$ cat src/rtl/display_scan_controller.sv
// Binary-to-BCD converter (sequential double-dabble) feeding a 3-digit
// time-multiplexed 7-segment scan with optional leading-zero blanking.
module display_scan_controller #(
    parameter int unsigned REFRESH_CYCLES      = 50000,
    parameter bit          BLANK_LEADING_ZEROS = 1'b1
) (
    input  logic       clock,
    input  logic       reset_n,
    input  logic [7:0] value,
    input  logic       value_valid,
    output logic       value_ready,
    output logic       busy,
    output logic [3:0] binary_number,
    output logic [2:0] digit_select
);

    localparam int unsigned CNT_W = (REFRESH_CYCLES > 2) ? $clog2(REFRESH_CYCLES) : 1;

    typedef enum logic [1:0] {IDLE, CONVERT, COMMIT} state_e;

    state_e            state_q, state_d;
    logic [7:0]        shift_q, shift_d;
    logic [11:0]       bcd_q, bcd_d, bcd_adj;
    logic [2:0]        iter_q, iter_d;
    logic [3:0]        hund_q, hund_d, tens_q, tens_d, units_q, units_d;
    logic              ready_q, ready_d, busy_q, busy_d;
    logic [CNT_W-1:0]  ref_cnt_q, ref_cnt_d;
    logic [1:0]        idx_q, idx_d;
    logic [3:0]        bn_q, bn_d;
    logic [2:0]        sel1_q, sel1_d, sel_q, sel_d;
    logic              blank_c;

    // Add-3 correction on every BCD nibble that is 5 or more
    always_comb begin
        bcd_adj = bcd_q;
        for (int i = 0; i < 3; i++) begin
            if (bcd_q[i*4 +: 4] >= 4'd5) begin
                bcd_adj[i*4 +: 4] = bcd_q[i*4 +: 4] + 4'd3;
            end
        end
    end

    // Conversion FSM: next state and datapath
    always_comb begin
        state_d = state_q;
        shift_d = shift_q;
        bcd_d   = bcd_q;
        iter_d  = iter_q;
        hund_d  = hund_q;
        tens_d  = tens_q;
        units_d = units_q;
        case (state_q)
            IDLE: begin
                if (value_valid && ready_q) begin
                    shift_d = value;
                    bcd_d   = 12'h000;
                    iter_d  = 3'd0;
                    state_d = CONVERT;
                end
            end
            CONVERT: begin
                {bcd_d, shift_d} = {bcd_adj[10:0], shift_q, 1'b0};
                iter_d = iter_q + 3'd1;
                if (iter_q == 3'd7) begin
                    state_d = COMMIT;
                end
            end
            COMMIT: begin
                hund_d  = bcd_q[11:8];
                tens_d  = bcd_q[7:4];
                units_d = bcd_q[3:0];
                state_d = IDLE;
            end
            default: state_d = IDLE;
        endcase
        ready_d = (state_d == IDLE);
        busy_d  = (state_d != IDLE);
    end

    // Scan: refresh counter, digit index, code and two-stage select pipeline
    always_comb begin
        ref_cnt_d = ref_cnt_q + CNT_W'(1);
        idx_d     = idx_q;
        if (ref_cnt_q == CNT_W'(REFRESH_CYCLES - 1)) begin
            ref_cnt_d = '0;
            idx_d     = (idx_q == 2'd2) ? 2'd0 : idx_q + 2'd1;
        end
        blank_c = BLANK_LEADING_ZEROS &&
                  (((idx_q == 2'd2) && (hund_q == 4'd0)) ||
                   ((idx_q == 2'd1) && (hund_q == 4'd0) && (tens_q == 4'd0)));
        case (idx_q)
            2'd1:    begin bn_d = tens_q;  sel1_d = 3'b101; end
            2'd2:    begin bn_d = hund_q;  sel1_d = 3'b011; end
            default: begin bn_d = units_q; sel1_d = 3'b110; end
        endcase
        if (blank_c) begin
            sel1_d = 3'b111;
        end
        sel_d = sel1_q;
    end

    always_ff @(posedge clock or negedge reset_n) begin
        if (!reset_n) begin
            state_q   <= IDLE;
            shift_q   <= 8'h00;
            bcd_q     <= 12'h000;
            iter_q    <= 3'd0;
            hund_q    <= 4'd0;
            tens_q    <= 4'd0;
            units_q   <= 4'd0;
            ready_q   <= 1'b1;
            busy_q    <= 1'b0;
            ref_cnt_q <= '0;
            idx_q     <= 2'd0;
            bn_q      <= 4'h0;
            sel1_q    <= 3'b111;
            sel_q     <= 3'b111;
        end else begin
            state_q   <= state_d;
            shift_q   <= shift_d;
            bcd_q     <= bcd_d;
            iter_q    <= iter_d;
            hund_q    <= hund_d;
            tens_q    <= tens_d;
            units_q   <= units_d;
            ready_q   <= ready_d;
            busy_q    <= busy_d;
            ref_cnt_q <= ref_cnt_d;
            idx_q     <= idx_d;
            bn_q      <= bn_d;
            sel1_q    <= sel1_d;
            sel_q     <= sel_d;
        end
    end

    assign value_ready   = ready_q;
    assign busy          = busy_q;
    assign binary_number = bn_q;
    assign digit_select  = sel_q;

endmodule

$ cat config.mk
export PLATFORM = sky130hd
export DESIGN_NAME = display_scan_controller
export DESIGN_NICKNAME = d
export VERILOG_FILES = /design/src/rtl/display_scan_controller.sv
export SDC_FILE = /design/constraint.sdc
export NUM_CORES = 1
export LEC_CHECK = 0
export CAP_MARGIN = 20
export CORE_MARGIN = 2
export CORE_UTILIZATION = 35
export CTS_BUF_LIST = sky130_fd_sc_hd__clkbuf_16
export CTS_CLUSTER_DIAMETER = 80
export DETAILED_ROUTE_END_ITERATION = 8
export MAX_ROUTING_LAYER = met4
export PLACE_DENSITY = 0.5
export SETUP_SLACK_MARGIN = 0.15
export SLEW_MARGIN = 20
export SYNTH_ARGS = -nofsm -noshare
export SYNTH_HDL_FRONTEND = slang
export SYNTH_SLANG_ARGS = --single-unit
$ cat constraint.sdc
create_clock -name clock -period 2.8 [get_ports clock]
set_input_delay 0.56 -clock clock [delete_from_list [all_inputs] [get_ports clock]]
set_output_delay 0.56 -clock clock [all_outputs]
set_load 0.02 [all_outputs]
==> out/metrics.yaml, run 1 <==
outcome:
  status: "completed"
cts:
  path_clk_slew_ns: 0.05
  clk_latency_ns: 0.32
  clockRootBuffer: "clkbuf_16"
  cts_resized: 0
  cts_hold_buf: 0
  h-tree-depth: 3
  cts_tree: "built"
  clock_sinks: 67
  cts_buffer_depth: 2
  post_cts_buffers: 0
  numCtsBuffers: 9
timing:
  drv_slew: 0
  fin_crit_ns: 2.00
  setup_viol: 0
  max-slew-margin-rel_pct: 46.3
  fin_setup_tns_ns: 0
  timing.fmax_ghz: 0.500
  clock_skew_ns: 0.00669
  hold_slack_ns: 0.248
  setup_slack_ns: 0.801
  rsz0062_at_grt: "false"
  hold_viol: 0
  post-route-period-util_pct: 71.4
  worstMarginPinSlew_ns: 0.805
floorplan:
  dieArea_um2: 9360
  die_w_um: 96.7
  rows: 33
  start_util_pct: 36.5
  core_region_area_um2: 8260
  die_y_um: 96.7
  ioPinCount: 20
placement:
  hpwl_um: 3470
  portBuffers: 19
  place_area_um2: 3320
  place_congestion: 0.757
  dp_slack_ns: 0.759
setup_path:
  worst_ep_required_time_ns: 2.24
  cpMaxStageDelayCell: "clkdlybuf4s50_1"
  crit_chain: "clkdlybuf4s50_1"
  startpoint: "value_ready$_DFF_PN1_"
  slowest_delay_ns: 0.60
  reg2reg_from: "bcd_q[4]$_DFFE_PN0P_"
  worst-setup-path-type: "reg2out"
  cp-start-kind: "register"
  cp-end-kind: "output port"
  cp_data_arrival_time_ns: 1.44
  crit_fanout: 2
  cpLargestDelayFamily: "buffers and inverters"
  critPathBufInv: 1
cells_and_area:
  mostFrequentLayoutCell: "dfrtp_1"
  layout_common_cells: "dfrtp_1 (60), nand2_1 (29), nor2_1 (19), o21ai_0 (19), clkdlybuf4s50_1 (18)"
  area_growth_pct: 18.8
  seq_area_um2: 1690
  fill_cells: 827
  multi_input_area_um2: 1230
  final_area_um2: 3580
  fin_nets: 317
  post_route_cells_drive_above_1_share_pct: 12.1
  diodes: 0
logic_synthesis:
  synth_top_family_by_area: "simple AND/OR/NAND/NOR gates"
  synth_xor_area_share_pct: 5.53
  yosys_warnings: 0
  synth_simple_gate_area_share_pct: 13.4
  synth_area_um2: 3010
  postSynthCellCount: 270
  synth_area_per_cell_um2: 11.1
  synth_cell_types: 37
  synth_compound_area_share_pct: 9.89
  ys_ff_latch: 67
  yosys.area_share.adder_pct: 5.40
  ys_seq_area_share_pct: 56.0
  synthMuxAreaShare_pct: 6.73
  synthesis.nets: 294
routing:
  drt-vias-per-instance: 4.82
  post-route-drc-count: 0
  routed-via-count: 1943
  ant_nets: 0
  first_pass_iters: 4
  routed-wl-met3_um: 197
  wire_per_inst_um: 13.0
  wl_met1_um: 2690
  route.met2.wl_um: 2290
  top_layer_used: "met4"
  routed_wl_um: 5240
  drt_iter0_markers: 72
global_route:
  grt.total_usage_pct: 12.5
  grt_pass1_vias: 1890
  grt_overflow: 0
  grt_first_pass_wirelength_um: 9130
  grt_max_degree: 68
  antenna_found_initial: 0
power_and_ir_drop:
  power_leakage_nw: 1.53
  irDropWorstVdd_mv: 0.597
  power_per_cell_area_nw_per_um2: 945
hold_path:
  hold_class: "in2async"
run:
  maxCapViolations: 0
synthesized netlist by cell type:
cell type  number  share of area, %
a21oi_1         8               1.3
a22oi_1         4               1.0
a32o_1          3               1.0
and2_1          1              0.21
and3_1          1              0.21
and4bb_2        1              0.42
buf_1           1              0.12
buf_2           1              0.17
buf_4           1              0.25
clkbuf_1        8               1.0
dfrtp_1        60                50
dfstp_2         7               6.1
ha_1           13               5.4
inv_1          12               1.5
mux2_1          1              0.37
mux2_2          9               3.4
mux2i_1         9               3.0
nand2_1        29               3.6
nand2b_1        5               1.0
nand3_1         8               1.3
nand4_1         4              0.83
nor2_1         19               2.4
nor2b_1         2              0.42
nor3_1          4              0.67
nor3_2          1              0.33
nor4_1          2              0.42
nor4_2          2              0.83
nor4b_2         1              0.50
o21ai_0        19               3.2
o21bai_1        2              0.50
o22ai_1         5               1.0
o2bb2ai_1       1              0.29
o31ai_1         4               1.0
o32ai_1         2              0.58
or4_1           1              0.25
xnor2_1        11               3.2
xor2_1          8               2.3
through the flow:
step                      util (%)  cells  power [mW]
after floorplan                  -    270        2.14
after CTS                     43.3    403        3.43
after global placement        40.2    387        2.44
final                         43.3    403        3.38
after detailed placement      40.2    387        2.46
after global routing          43.3    403        3.62
logic make-up after synthesis:
family	Yosys count
compound gates	48
xor+xnor	19
fa+ha+maj	13
buf+inv	23
flops	67
mux	19
simple gates	81
cell type report:
type                       count  share of cell area (%)
tap                          105                    3.67
multi-input combinational    180                    34.5
sequential                    67                    47.1
clock inverter                 7                   0.770
timing repair buffer          23                    6.37
clock buffer                   9                    6.30
inverter                      12                    1.26
path summary, 6_finish.rpt:
check / slack [ns] / cells past startpoint / to
setup reg to reg: 1.12 / 6 / bcd_q[6]$_DFFE_PN0P_
setup / recovery: 0.80 / 1 / value_ready
min in group clock: 0.35 / 0 / digit_select[0]$_DFF_PN1_
hold reg to reg: 0.35 / 0 / digit_select[0]$_DFF_PN1_
max in group asynchronous: 2.22 / 2 / value_ready$_DFF_PN1_
hold / removal: 0.25 / 2 / hund_q[3]$_DFFE_PN0N_
registers in the layout, indices dropped and copies added, names as in the netlist:
| signal | cells |
|---|---|
| digit_select | 3 |
| ref_cnt_q | 16 |
| shift_q | 8 |
| busy | 1 |
| units_q | 4 |
| binary_number | 4 |
| iter_q | 3 |
| hund_q | 4 |
| tens_q | 4 |
| bcd_q | 12 |
| idx_q | 2 |
| sel1_q | 3 |
| value_ready | 1 |
| state_q | 2 |
where the power goes:
group / leakage (nW) / switching [mW] / internal [mW] / total, mW
combinational: 0.553 / 0.543 / 0.456 / 1.00
clock: 0.132 / 0.375 / 0.577 / 0.952
sequential: 0.841 / 0.186 / 1.24 / 1.43
worst register-to-register path, delay by kind of cell, from the launching register on:
family / cells / cell delay [ns]
compound gates: 2 / 0.41
flops: 1 / 0.41
simple gates: 1 / 0.06
mux: 1 / 0.38
buf+inv: 1 / 0.13
fa+ha+maj: 1 / 0.20
metal layers:
metal / track usage, % / vias up
met5: - / -
met4: 4.55 / 0
met3: 4.48 / 5
met2: 16.7 / 25
met1: 17.4 / 928
li1: - / 985
(Power assumes the default switching activity.)
==> run 2, diff against run 1 <==
- PLACE_DENSITY: 0.5 -> 0.52
- clock period: 2.8 -> 1.74 ns (I/O delays scaled with it)
==> out/metrics.yaml, run 2 (same netlist as run 1, synthesis figures left out) <==
outcome:
  status: "completed"
power_and_ir_drop:
  totalPowerFinal_mw: 5.60  # +66%
  power_per_cell_area_nw_per_um2: 1510  # +60%
  irDropWorstVdd_mv: 0.786  # +32%
  power_leakage_nw: 1.62  # +6.2%
placement:
  portBuffers: 19  # unchanged
  dp_slack_ns: 0.0316  # -0.728 ns
  hpwl_um: 3620  # +4.2%
  place_congestion: 0.748  # -1.2%
setup_path:
  cp_data_arrival_time_ns: 1.78  # +0.34 ns
  slowest_delay_ns: 0.44  # -0.16 ns
  critPathBufInv: 0  # -1
  cpMaxStageDelayCell: "dfrtp_2"
  cp-end-kind: "register"
  cpLargestDelayFamily: "simple AND/OR/NAND/NOR gates"
  crit_fanout: 5  # +3
  crit_chain: "nor4b_2, nand4_1, nor3_4, mux2_2"
  cp-start-kind: "register"
  worst-setup-path-type: "reg2reg"
  worst_ep_required_time_ns: 1.95  # -0.29 ns
cts:
  cts_hold_buf: 0  # unchanged
  clk_latency_ns: 0.33  # about the same
  numCtsBuffers: 9  # unchanged
  clock_sinks: 67  # unchanged
  cts_tree: "built"
  clockRootBuffer: "clkbuf_16"
  cts_buffer_depth: 2  # unchanged
  h-tree-depth: 3  # unchanged
  path_clk_slew_ns: 0.05  # about the same
cells_and_area:
  layout_common_cells: "dfrtp_1 (59), nand2_1 (29), nor2_1 (19), o21ai_0 (19), buf_4 (15)"
  final_util_pct: 44.9  # +1.6 points
  largest_reg_flops: 16  # unchanged
  mostFrequentLayoutCell: "dfrtp_1"
  post_route_cells_drive_above_1_share_pct: 21.0  # +8.9 points
  reg.largest.list: "ref_cnt_q x16, bcd_q x12, shift_q x8"
  top_register: "ref_cnt_q"
  fin_nets: 329  # +3.8%
  diodes: 0  # unchanged
  area_growth_pct: 23.2
routing:
  ant_nets: 0  # unchanged
  drt-vias-per-instance: 4.82  # about the same
  routed_wl_um: 5380  # +2.7%
  post-route-drc-count: 0  # unchanged
  drt_iter0_markers: 93  # +29%
  routed-via-count: 2002  # +3.0%
  first_pass_iters: 4  # unchanged
  wire_per_inst_um: 13.0  # -0.26%
timing:
  max-slew-margin-rel_pct: 59.2  # +13 points
  worstMarginPinSlew_ns: 0.612  # -0.193 ns
  timing.fmax_ghz: 0.637
  setup_slack_ns: 0.170  # -0.631 ns
  drv_slew: 0  # unchanged
  rsz0062_at_grt: "true"
  fin_crit_ns: 1.57
  clock_skew_ns: 0.00682  # +0.000130 ns
  hold_viol: 0  # unchanged
  fin_setup_tns_ns: 0  # unchanged
  post-route-period-util_pct: 90.3
  setup_viol: 0  # unchanged
floorplan:
  rows: 33  # unchanged
  start_util_pct: 36.5  # unchanged
  core_region_area_um2: 8260  # unchanged
  ioPinCount: 20  # unchanged
  die_y_um: 96.7  # unchanged
  die_w_um: 96.7  # unchanged
  dieArea_um2: 9360  # unchanged
global_route:
  grt_pass1_vias: 1977  # +4.6%
  grt_overflow: 0  # unchanged
  grt_max_degree: 68  # unchanged
  grt.total_usage_pct: 12.8  # +0.30 points
  antenna_found_initial: 0  # unchanged
  grt_first_pass_wirelength_um: 9430  # +3.3%
hold_path:
  hold_class: "in2async"
run:
  maxCapViolations: 0  # unchanged
-- run 2: final cells by class --
class | instances | area [um^2]
inverters | 12 | 45.0
clock buffers | 9 | 225
multi-input cells | 180 | 1280
fillers | 788 | 4550
clock inverters | 7 | 35.0
repair buffers | 35 | 307
flip-flops and latches | 67 | 1690
well taps | 105 | 131
-- run 2: per-layer routing --
metal | track usage (%) | vias up | part of all wire, %
met3 | 4.62 | 6 | 3.8
met5 | - | - | 0
met2 | 18.9 | 32 | 46
met1 | 16.5 | 955 | 49
li1 | - | 1009 | -
met4 | 4.12 | 0 | 0.74
-- run 2: repair_timing --
action                     CTS  global route
pin swaps                    0             3
resized for setup           12            12
setup endpoints to repair   12             7
setup buffers                0             4
-- run 2: through the flow --
| step | area (um^2) | hold slack (ns) | instances |
|---|---|---|---|
| global route | 3710 | 0.0668 | 415 |
| CTS | 3640 | 0.0478 | 411 |
| global placement | 3380 | 0.347 | 395 |
| floorplan | 3010 | 0.0524 | 270 |
| finish | 3710 | 0.0434 | 415 |
| detailed placement | 3380 | 0.348 | 395 |
-- run 2: final timing paths --
kind / cells past startpoint / slack [ns] / startpoint / to
max: 4 / 0.17 / ref_cnt_q[4]$_DFF_PN0_ / idx_q[0]$_DFFE_PN0N_
min reg2reg: 0 / 0.35 / sel1_q[1]$_DFF_PN1_ / digit_select[1]$_DFF_PN1_
min in group clock: 0 / 0.35 / sel1_q[1]$_DFF_PN1_ / digit_select[1]$_DFF_PN1_
max in group asynchronous: 2 / 1.38 / reset_n / value_ready$_DFF_PN1_
max reg2reg: 4 / 0.17 / ref_cnt_q[4]$_DFF_PN0_ / idx_q[0]$_DFFE_PN0N_
min: 2 / 0.04 / reset_n / binary_number[3]$_DFF_PN0_
-- run 2: report_power, final --
part,switching (mW),total [mW],internal (mW)
Sequential,0.309,2.30,1.99
Clock,0.629,1.57,0.941
Combinational,0.899,1.73,0.827
==> run 3, diff against run 2 <==
- CELL_PAD_IN_SITES_DETAIL_PLACEMENT: not set -> 2
- CELL_PAD_IN_SITES_GLOBAL_PLACEMENT: not set -> 2
- GPL_TIMING_DRIVEN: not set -> 0
- PLACE_DENSITY: 0.52 -> 0.72
==> out/metrics.yaml, run 3 (same netlist as run 1, synthesis figures left out) <==
outcome:
  status: "completed"
power_and_ir_drop:
  power_leakage_nw: 1.63  # +0.63%
  pwr-share-seq_pct: 37.2  # -3.9 points
  intPower_mw: 4.21  # +12%
  p_clk_share_pct: 33.3  # +5.3 points
  p_sw_mw: 2.06  # +12%
  pwr-share-comb_pct: 29.5  # -1.3 points
  irDropWorstVdd_mv: 0.642  # -18%
  power_per_cell_area_nw_per_um2: 1650  # +9.0%
  swShare_pct: 32.9  # +0.091 points
run:
  maxCapViolations: 0  # unchanged
timing:
  rsz0062_at_grt: "true"
  post-route-period-util_pct: 96.0  # +5.8 points
  max-slew-margin-rel_pct: 64.2  # +5.0 points
  hold_viol: 0  # unchanged
  timing.fmax_ghz: 0.598  # -6.0%
  worstMarginPinSlew_ns: 0.537  # -0.0746 ns
  clock_skew_ns: 0.00510  # -0.00172 ns
  setup_viol: 0  # unchanged
  setup_slack_ns: 0.0688  # -0.101 ns
  drv_slew: 0  # unchanged
  hold_slack_ns: 0.357  # +0.314 ns
  fin_crit_ns: 1.67  # +0.101 ns
routing:
  post-route-drc-count: 0  # unchanged
  wire_per_inst_um: 16.6  # +28%
  routed-via-count: 2146  # +7.2%
  ant_nets: 0  # unchanged
  drt-vias-per-instance: 5.12  # +6.2%
  first_pass_iters: 4  # unchanged
  routed_wl_um: 6960  # +29%
  drt_iter0_markers: 68  # -27%
cts:
  cts_tree: "built"
  h-tree-depth: 3  # unchanged
  path_clk_slew_ns: 0.06  # about the same
  clockRootBuffer: "clkbuf_16"
  cts_buffer_depth: 2  # unchanged
  numCtsBuffers: 9  # unchanged
  clk_latency_ns: 0.33  # about the same
  clock_sinks: 67  # unchanged
setup_path:
  worst-setup-path-type: "reg2reg"
  cpLargestDelayFamily: "simple AND/OR/NAND/NOR gates"
  cpMaxStageDelayCell: "dfrtp_2"
  worst_ep_required_time_ns: 1.95  # about the same
  cp-end-kind: "register"
  critPathBufInv: 1  # +1
  crit_fanout: 5  # unchanged
  cp_data_arrival_time_ns: 1.88  # +0.10 ns
  slowest_delay_ns: 0.45  # about the same
  crit_chain: "nor4b_4, nand4_1, nor3_2, buf_4, mux2_2"
  cp-start-kind: "register"
global_route:
  grt_first_pass_wirelength_um: 12100  # +28%
  grt_use_met3_pct: 3.11  # -1.5 points
  top_usage_layer: "met2"
  grt_overflow: 0  # unchanged
  grt.total_usage_pct: 16.5  # +3.7 points
  antenna_found_initial: 0  # unchanged
  grt_max_degree: 46  # -32%
  grtUsageMet2_pct: 25.6  # +6.7 points
  grt_pass1_vias: 2378  # +20%
  grt_util_met1_pct: 21.5  # +5.0 points
floorplan:
  dieArea_um2: 9360  # unchanged
  die_w_um: 96.7  # unchanged
  die_y_um: 96.7  # unchanged
  core_region_area_um2: 8260  # unchanged
  start_util_pct: 36.5  # unchanged
  rows: 33  # unchanged
  ioPinCount: 20  # unchanged
placement:
  portBuffers: 19  # unchanged
  place_congestion: 0.743  # -0.70%
  dp_slack_ns: -0.105  # -0.137 ns
  hpwl_um: 4690  # +30%
cells_and_area:
  layout_common_cells: "dfrtp_1 (57), nand2_1 (29), nor2_1 (19), o21ai_0 (19), xnor2_1 (11)"
  diodes: 0  # unchanged
  top_register: "ref_cnt_q"
  mostFrequentLayoutCell: "dfrtp_1"
  largest_reg_flops: 16  # unchanged
  fill_cells: 851  # +8.0%
  fin_nets: 333  # +1.2%
  post_route_cells_drive_above_1_share_pct: 22.0  # +1.0 points
  reg.largest.list: "ref_cnt_q x16, bcd_q x12, shift_q x8"
  area_growth_pct: 26.7
hold_path:
  hold_class: "reg2reg"
## run 3: cell type report
| class | instances | area [um^2] | share of cell area (%) |
|---|---|---|---|
| repair buffers | 28 | 267 | 6.99 |
| flip-flops and latches | 67 | 1690 | 44.3 |
| clock buffers | 9 | 225 | 5.91 |
| well taps | 105 | 131 | 3.44 |
| multi-input cells | 180 | 1280 | 33.6 |
| clock inverters | 7 | 116 | 3.05 |
| inverters | 12 | 47.5 | 1.25 |
| plain buffers | 11 | 57.6 | 1.51 |
## run 3: repair_timing
item | 4_1_cts | 5_1_grt
buffers inserted | 1 | 6
endpoints found under the hold margin | 17 | 0
pin swaps | 1 | 4
endpoints found under the setup margin | 19 | 22
gates resized for setup | 18 | 21
hold buffers | 1 | 0
## run 3: metrics by stage
| stage | util (%) | std cells | instance area [um^2] | setup TNS, ns | power [mW] |
|---|---|---|---|---|---|
| floorplan | - | 270 | 3010 | 0 | 3.44 |
| global placement | 40.3 | 394 | 3330 | -131.29 | 3.97 |
| detailed placement | 40.7 | 395 | 3360 | -1.22 | 4.09 |
| CTS | 45.2 | 413 | 3730 | 0 | 6.25 |
| global route | 46.2 | 419 | 3810 | -0.0868 | 6.73 |
| finish | 46.2 | 419 | 3810 | 0 | 6.27 |
## run 3: final timing paths
check | startpoint | to | slack, ns | cells past startpoint
worst max-delay path | ref_cnt_q[7]$_DFF_PN0_ | idx_q[0]$_DFFE_PN0N_ | 0.07 | 5
worst min-delay path | sel1_q[0]$_DFF_PN1_ | digit_select[0]$_DFF_PN1_ | 0.36 | 0
worst max register to register | ref_cnt_q[7]$_DFF_PN0_ | idx_q[0]$_DFFE_PN0N_ | 0.07 | 5
worst min register to register | sel1_q[0]$_DFF_PN1_ | digit_select[0]$_DFF_PN1_ | 0.36 | 0
max in group asynchronous | reset_n | value_ready$_DFF_PN1_ | 0.69 | 3
min in group asynchronous | reset_n | binary_number[1]$_DFF_PN0_ | 0.47 | 2
## run 3: layer usage
| layer | routed length [um] | vias up |
|---|---|---|
| li1 | - | 1019 |
| met1 | 3270 | 1082 |
| met2 | 3400 | 31 |
| met3 | 152 | 14 |
| met4 | 140 | 0 |
| met5 | 0 | - |
## run 3: power groups by stage
| stage | Sequential (mW) | Clock [mW] | Combinational (mW) |
|---|---|---|---|
| CTS | 2.32 | 2.13 | 1.80 |
| detailed placement | 2.33 | 0 | 1.76 |
| finish | 2.33 | 2.09 | 1.85 |
| global route | 2.40 | 2.22 | 2.11 |
| global placement | 2.31 | 0 | 1.66 |
| floorplan | 2.30 | 0 | 1.14 |
